--- src/rtl/updown_ctrl_pkg.sv ---
// Shared types and default sizing for the up/down direction controller and its counter.
package updown_ctrl_pkg;

  typedef enum logic {
    DIR_DOWN = 1'b0,
    DIR_UP   = 1'b1
  } dir_state_t;

  localparam int DEF_CNT_W       = 3;
  localparam int DEF_DB_CYCLES   = 4;
  localparam int DEF_SYNC_STAGES = 2;

  function automatic dir_state_t flip_dir(input dir_state_t d);
    return (d == DIR_UP) ? DIR_DOWN : DIR_UP;
  endfunction

endpackage

--- src/rtl/updown_dir_ctrl_if.sv ---
// Signals exchanged between the direction controller and its environment (button, switch, counter).
interface updown_dir_ctrl_if #(
  parameter int CNT_W = 3
);
  logic             btn;
  logic             auto_mode;
  logic [CNT_W-1:0] q_fb;
  logic             up_down;
  logic             btn_pulse;
  logic             dir_chg;

  modport master (
    output btn, auto_mode, q_fb,
    input  up_down, btn_pulse, dir_chg
  );

  modport slave (
    input  btn, auto_mode, q_fb,
    output up_down, btn_pulse, dir_chg
  );
endinterface

--- src/rtl/btn_debounce.sv ---
// Synchroniser plus counting debouncer for one asynchronous, bouncy input level.
module btn_debounce #(
  parameter int DB_CYCLES   = 4,
  parameter int SYNC_STAGES = 2
) (
  input  logic clk,
  input  logic reset,
  input  logic raw,
  output logic db_level,
  output logic rise_pulse
);

  localparam int CW = (DB_CYCLES < 2) ? 1 : $clog2(DB_CYCLES + 1);
  localparam logic [CW-1:0] CNT_LAST = CW'(DB_CYCLES - 1);

  logic          sync_q [SYNC_STAGES];
  logic          btn_s;
  logic [CW-1:0] cnt_q, cnt_d;
  logic          db_q, db_d;
  logic          db_dly_q;
  logic          pulse_q;

  for (genvar gi = 0; gi < SYNC_STAGES; gi++) begin : g_sync
    if (gi == 0) begin : g_first
      always_ff @(posedge clk) begin
        if (reset) sync_q[gi] <= 1'b0;
        else       sync_q[gi] <= raw;
      end
    end else begin : g_rest
      always_ff @(posedge clk) begin
        if (reset) sync_q[gi] <= 1'b0;
        else       sync_q[gi] <= sync_q[gi-1];
      end
    end
  end

  assign btn_s = sync_q[SYNC_STAGES-1];

  // The flip lands on the edge that would make the mismatch count reach DB_CYCLES.
  always_comb begin
    cnt_d = cnt_q;
    db_d  = db_q;
    if (btn_s == db_q) begin
      cnt_d = '0;
    end else if (cnt_q == CNT_LAST) begin
      cnt_d = '0;
      db_d  = ~db_q;
    end else begin
      cnt_d = cnt_q + 1'b1;
    end
  end

  always_ff @(posedge clk) begin
    if (reset) begin
      cnt_q    <= '0;
      db_q     <= 1'b0;
      db_dly_q <= 1'b0;
      pulse_q  <= 1'b0;
    end else begin
      cnt_q    <= cnt_d;
      db_q     <= db_d;
      db_dly_q <= db_q;
      pulse_q  <= db_q & ~db_dly_q;
    end
  end

  assign db_level   = db_q;
  assign rise_pulse = pulse_q;

endmodule

--- src/rtl/updown_dir_ctrl.sv ---
// Direction FSM driving the counter's up_down: button toggles, and in auto mode it ping-pongs 0..MAX..0.
module updown_dir_ctrl
  import updown_ctrl_pkg::*;
#(
  parameter int CNT_W       = DEF_CNT_W,
  parameter int DB_CYCLES   = DEF_DB_CYCLES,
  parameter int SYNC_STAGES = DEF_SYNC_STAGES
) (
  input logic              clk,
  input logic              reset,
  updown_dir_ctrl_if.slave bus
);

  // Turn one value early: the counter steps on the same edge the new direction lands.
  localparam logic [CNT_W-1:0] TURN_HI = CNT_W'((1 << CNT_W) - 2);
  localparam logic [CNT_W-1:0] TURN_LO = CNT_W'(1);

  logic                   btn_db;
  logic                   btn_pulse;
  logic                   unused_btn_db;
  logic [SYNC_STAGES-1:0] auto_sync_q;
  logic                   auto_s;
  logic                   at_turn;
  dir_state_t             state_q, state_d;
  logic                   dir_chg_q;

  btn_debounce #(
    .DB_CYCLES  (DB_CYCLES),
    .SYNC_STAGES(SYNC_STAGES)
  ) u_btn_db (
    .clk       (clk),
    .reset     (reset),
    .raw       (bus.btn),
    .db_level  (btn_db),
    .rise_pulse(btn_pulse)
  );

  assign unused_btn_db = btn_db;

  always_ff @(posedge clk) begin
    if (reset) auto_sync_q <= '0;
    else       auto_sync_q <= {auto_sync_q[SYNC_STAGES-2:0], bus.auto_mode};
  end

  assign auto_s = auto_sync_q[SYNC_STAGES-1];

  // A press coinciding with a terminal reversal is absorbed: only one toggle happens.
  always_comb begin
    at_turn = 1'b0;
    state_d = state_q;
    if (auto_s) begin
      at_turn = (state_q == DIR_UP)   ? (bus.q_fb == TURN_HI)
                                      : (bus.q_fb == TURN_LO);
    end
    if (at_turn || btn_pulse) begin
      state_d = flip_dir(state_q);
    end
  end

  always_ff @(posedge clk) begin
    if (reset) begin
      state_q   <= DIR_UP;
      dir_chg_q <= 1'b0;
    end else begin
      state_q   <= state_d;
      dir_chg_q <= (state_d != state_q);
    end
  end

  assign bus.up_down   = (state_q == DIR_UP);
  assign bus.btn_pulse = btn_pulse;
  assign bus.dir_chg   = dir_chg_q;

endmodule
--- src/flat_wrapper.sv ---
// flat-port wrapper written by rule: the top's interface ports become plain ports
module updown_dir_ctrl_flat import updown_ctrl_pkg::*;
#(
  parameter int CNT_W       = DEF_CNT_W,
  parameter int DB_CYCLES   = DEF_DB_CYCLES,
  parameter int SYNC_STAGES = DEF_SYNC_STAGES
)
  (clk, reset, bus_btn, bus_auto_mode, bus_q_fb, bus_up_down, bus_btn_pulse, bus_dir_chg);
  updown_dir_ctrl_if #(.CNT_W(CNT_W)) bus_i ();
  input logic clk;
  input logic reset;
  input wire logic [$bits(bus_i.btn)-1:0] bus_btn;
  input wire logic [$bits(bus_i.auto_mode)-1:0] bus_auto_mode;
  input wire logic [$bits(bus_i.q_fb)-1:0] bus_q_fb;
  output wire logic [$bits(bus_i.up_down)-1:0] bus_up_down;
  output wire logic [$bits(bus_i.btn_pulse)-1:0] bus_btn_pulse;
  output wire logic [$bits(bus_i.dir_chg)-1:0] bus_dir_chg;
  assign bus_i.btn = bus_btn;
  assign bus_i.auto_mode = bus_auto_mode;
  assign bus_i.q_fb = bus_q_fb;
  assign bus_up_down = bus_i.up_down;
  assign bus_btn_pulse = bus_i.btn_pulse;
  assign bus_dir_chg = bus_i.dir_chg;
  updown_dir_ctrl #(.CNT_W(CNT_W), .DB_CYCLES(DB_CYCLES), .SYNC_STAGES(SYNC_STAGES)) u_core (.clk(clk), .reset(reset), .bus(bus_i));
endmodule
--- config.mk ---
export PLATFORM = sky130hd
export DESIGN_NAME = updown_dir_ctrl_flat
export DESIGN_NICKNAME = d
export VERILOG_FILES = /design/src/rtl/updown_ctrl_pkg.sv /design/src/rtl/updown_dir_ctrl_if.sv /design/src/rtl/btn_debounce.sv /design/src/rtl/updown_dir_ctrl.sv /design/src/flat_wrapper.sv
export SDC_FILE = /design/constraint.sdc
export NUM_CORES = 1
export LEC_CHECK = 0
export BUFFER_PORTS_ARGS = -buffer_cell sky130_fd_sc_hd__buf_2
export CAP_MARGIN = 0
export CORE_AREA = 2 2 39 41
export DETAILED_ROUTE_END_ITERATION = 7
export DIE_AREA = 0 0 41 43
export PLACE_DENSITY = 0.49
export SYNTH_ARGS = -nofsm -noshare
export SYNTH_HDL_FRONTEND = slang
export SYNTH_HIERARCHICAL = 1
export SYNTH_SLANG_ARGS = --single-unit
--- constraint.sdc ---
create_clock -name clk -period 1.5 [get_ports clk]
set_input_delay 0.075 -clock clk [delete_from_list [all_inputs] [get_ports clk]]
set_output_delay 0.075 -clock clk [all_outputs]
set_load 0.02 [all_outputs]
==> metrics <==
Core Footprint=between 0.001 and 0.0015 sq mm; total design power=0.541 mW; top cells by instance count after synthesis=dfxtp_1, nor2b_1, ha_1, inv_1, nor4_1; share of layout cells above drive strength 1=32.7%; wire length of the first global-routing pass=1170 microns; startpoint of the lowest-slack register-to-register path=u_core/u_btn_db/cnt_q[0]; transition time of the tightest slew-check pin=297 ps; Unique masters post-synth=19; Detail Placement HPWL=554 microns; routability cong.=0.576; post-synth net total=46; TritonCTS clock tree=yes; endpoint type of the worst setup path=flip-flop; remaining number of nets flagged by the antenna check after routing=0; final wirelength=between 700 and 800 microns; GR Overflow Total=0; Total Nets Final=60; leakage dissipation=0.212 nW; type of the setup path with the least slack=reg2reg; insertion delay to the later sink of the worst-skew pair=260 ps; worst hold margin=20.2 ps; Setup Skew=between 1 and 1.5 ps; clock slew at reported path FFs=70 ps; I/O pins=10; die height=43 microns; hold path endpoint=u_core/u_btn_db/sync_q[0]; total power divided by cell area=1030 mW/mm^2; number of violations of the max-capacitance limit=0; biggest area consumer among synthesized cells=dfxtp_1; Worst Hold Depth=2; class of the tightest hold or removal check=in2reg; Placed Cells=62; maximum frequency from static timing analysis=a little under 900 MHz; sequential fraction of the synthesis area=55.0%; share of the cycle needed by the critical path after routing=between 70 and 80%; filler cell count=about 140; mean number of vias per cell=4.62; flops & latches, synth=12; via total after detailed routing=300; endpoint of the most critical register-to-register path=u_core/u_btn_db/cnt_q[2]; area fraction of the dominant cell type after synthesis=between 50% and 60%; post-CTS setup buffer count=0; initial drt markers=3; mapped cell area=about 440 sq um; final sum of negative setup slack=0 ps; Finished Layout Cells=65; setup repair after global routing missed its margin=false; clock tree buffer depth=2; endpoints failing hold=0; port buffer count=9; slack of the critical path=378 ps; first drt pass iteration count=3; most frequent cell after synthesis=dfxtp_1; Worst VDD drop=0.488 mV; Critical Path Start Type=flip-flop; # clock sinks=12; Starting Density=31.6%; worst setup slack before clock tree synthesis=390 ps; total die area=0.00176 sq mm; maximum net fanout on the critical path=2; shortest clock period the worst path allows after layout=roughly 1100 ps; run status=finished clean; global-route usage over all layers=10.2%; placed inst area=502 sq um; yosys warns=6; cell row count=14; number of H-tree levels=1; Die Wd=41 microns; Post-synth ARST share=0%; gate count of the mapped netlist=37; number of buffers added by the clock tree synthesis step=3; count of hold-fix buffers inserted at cts=0; final core area utilization=between 30% and 40%; required time at the endpoint of the critical path=1670 ps; top area cells in the synthesized netlist=dfxtp_1, nor2b_1, ha_1, mux2_4, nor4b_2; cts repair resizes=0; EDFF count, synth=0; final setup violation count=0; vias in the first global route=between 300 and 400; min-delay src=bus_btn; Inserted Diodes=0; DRC Markers=0; Final Max Tran Viols=0; maximum number of pins on one net before global-route repair=13; relative max-transition margin=80.1%; flop2flop setup slack=around 380 ps; average size of a mapped cell=11.8 sq um; dominant register cell in the synthesized netlist=dfxtp_1; clock root buffer master=clkbuf_4; final design instance area without fill=about 520 sq um; area growth from synthesis to layout=20.1%; logic depth of the worst register-to-register path=3; antenna violations before repair=0; critical path arrival=between 1000 and 1500 ps; WL per Instance=10.8 microns
==> cells by family after synthesis <==
logic type	count (synthesis)	share of synthesized area [%]
muxes	2	5.73
DFF	12	55.0
adders and majority gates	2	5.73
buffers and inverters	2	1.72
and+or+nand+nor	13	21.8
xor gates and xnor gates	1	2.01
AOI/OAI and AO/OA	5	8.02
==> flip-flops by register name (all words and copies together), names as in the netlist <==
name	flops
u_core/u_btn_db/cnt_q	3
u_core/u_btn_db/sync_q	2
u_core/u_btn_db/rise_pulse	1
u_core/u_btn_db/db_dly_q	1
u_core/u_btn_db/db_level	1
u_core/bus.up_down	1
u_core/auto_sync_q	2
u_core/bus.dir_chg	1
==> worst max-delay path, cell delays in order (launching register included) <==
cell and delay, ps:
dfxtp_1 320, ha_1 190, ha_1 270, nor4_1 260
==> cell usage in the layout, fill, tap and decap left out <==
master / instances
a211o_1: 1
a21oi_1: 1
a22o_1: 1
a31oi_1: 1
and4b_2: 1
buf_2: 9
clkbuf_4: 3
dfxtp_1: 12
ha_1: 2
inv_1: 2
mux2_4: 1
mux2i_1: 1
nor2_1: 1
nor2b_1: 5
nor2b_2: 1
nor3_1: 1
nor4_1: 2
nor4b_2: 1
o22ai_1: 1
or2b_1: 1
xnor2_1: 1
==> worst max-delay path by stage <==
| stage | startpoint | to |
|---|---|---|
| 6_report | u_core/u_btn_db/cnt_q[0] | u_core/u_btn_db/cnt_q[2] |
| 4_1_cts | u_core/u_btn_db/cnt_q[0] | u_core/u_btn_db/cnt_q[2] |
| 3_5_place_dp | u_core/u_btn_db/cnt_q[0] | u_core/u_btn_db/cnt_q[2] |
| 5_1_grt | u_core/u_btn_db/cnt_q[0] | u_core/u_btn_db/cnt_q[2] |
| 2_1_floorplan | u_core/bus.up_down | u_core/bus.up_down |
| 3_3_place_gp | u_core/u_btn_db/cnt_q[0] | u_core/u_btn_db/cnt_q[2] |
==> metal layers <==
layer | vias up | wire [microns] | part of all wire [%] | GRT usage (%)
li1 | 156 | - | - | -
met1 | 138 | 308 | 44 | 11.3
met2 | 6 | 358 | 51 | 14.4
met3 | 0 | 38 | 5.4 | 3.14
met4 | 0 | 0 | 0 | 10.0
met5 | - | 0 | 0 | 0
==> power by group <==
group / internal, mW / leakage, nW / switching, mW
Sequential: 0.325 / 0.0977 / 0.00275
Clock: 0.0927 / 0.0138 / 0.0946
Combinational: 0.0134 / 0.100 / 0.0128
==> cell type report <==
class / instances / area (sq um) / share of cell area (%)
Multi-Input combinational cell: 23 / 189 / 36.0
Tap cell: 16 / 20.0 / 3.82
Inverter: 2 / 7.51 / 1.43
Clock buffer: 3 / 22.5 / 4.30
Sequential cell: 12 / 240 / 45.8
Timing Repair Buffer: 9 / 45.0 / 8.59
No activity file was read; power rests on OpenSTA's default activity.
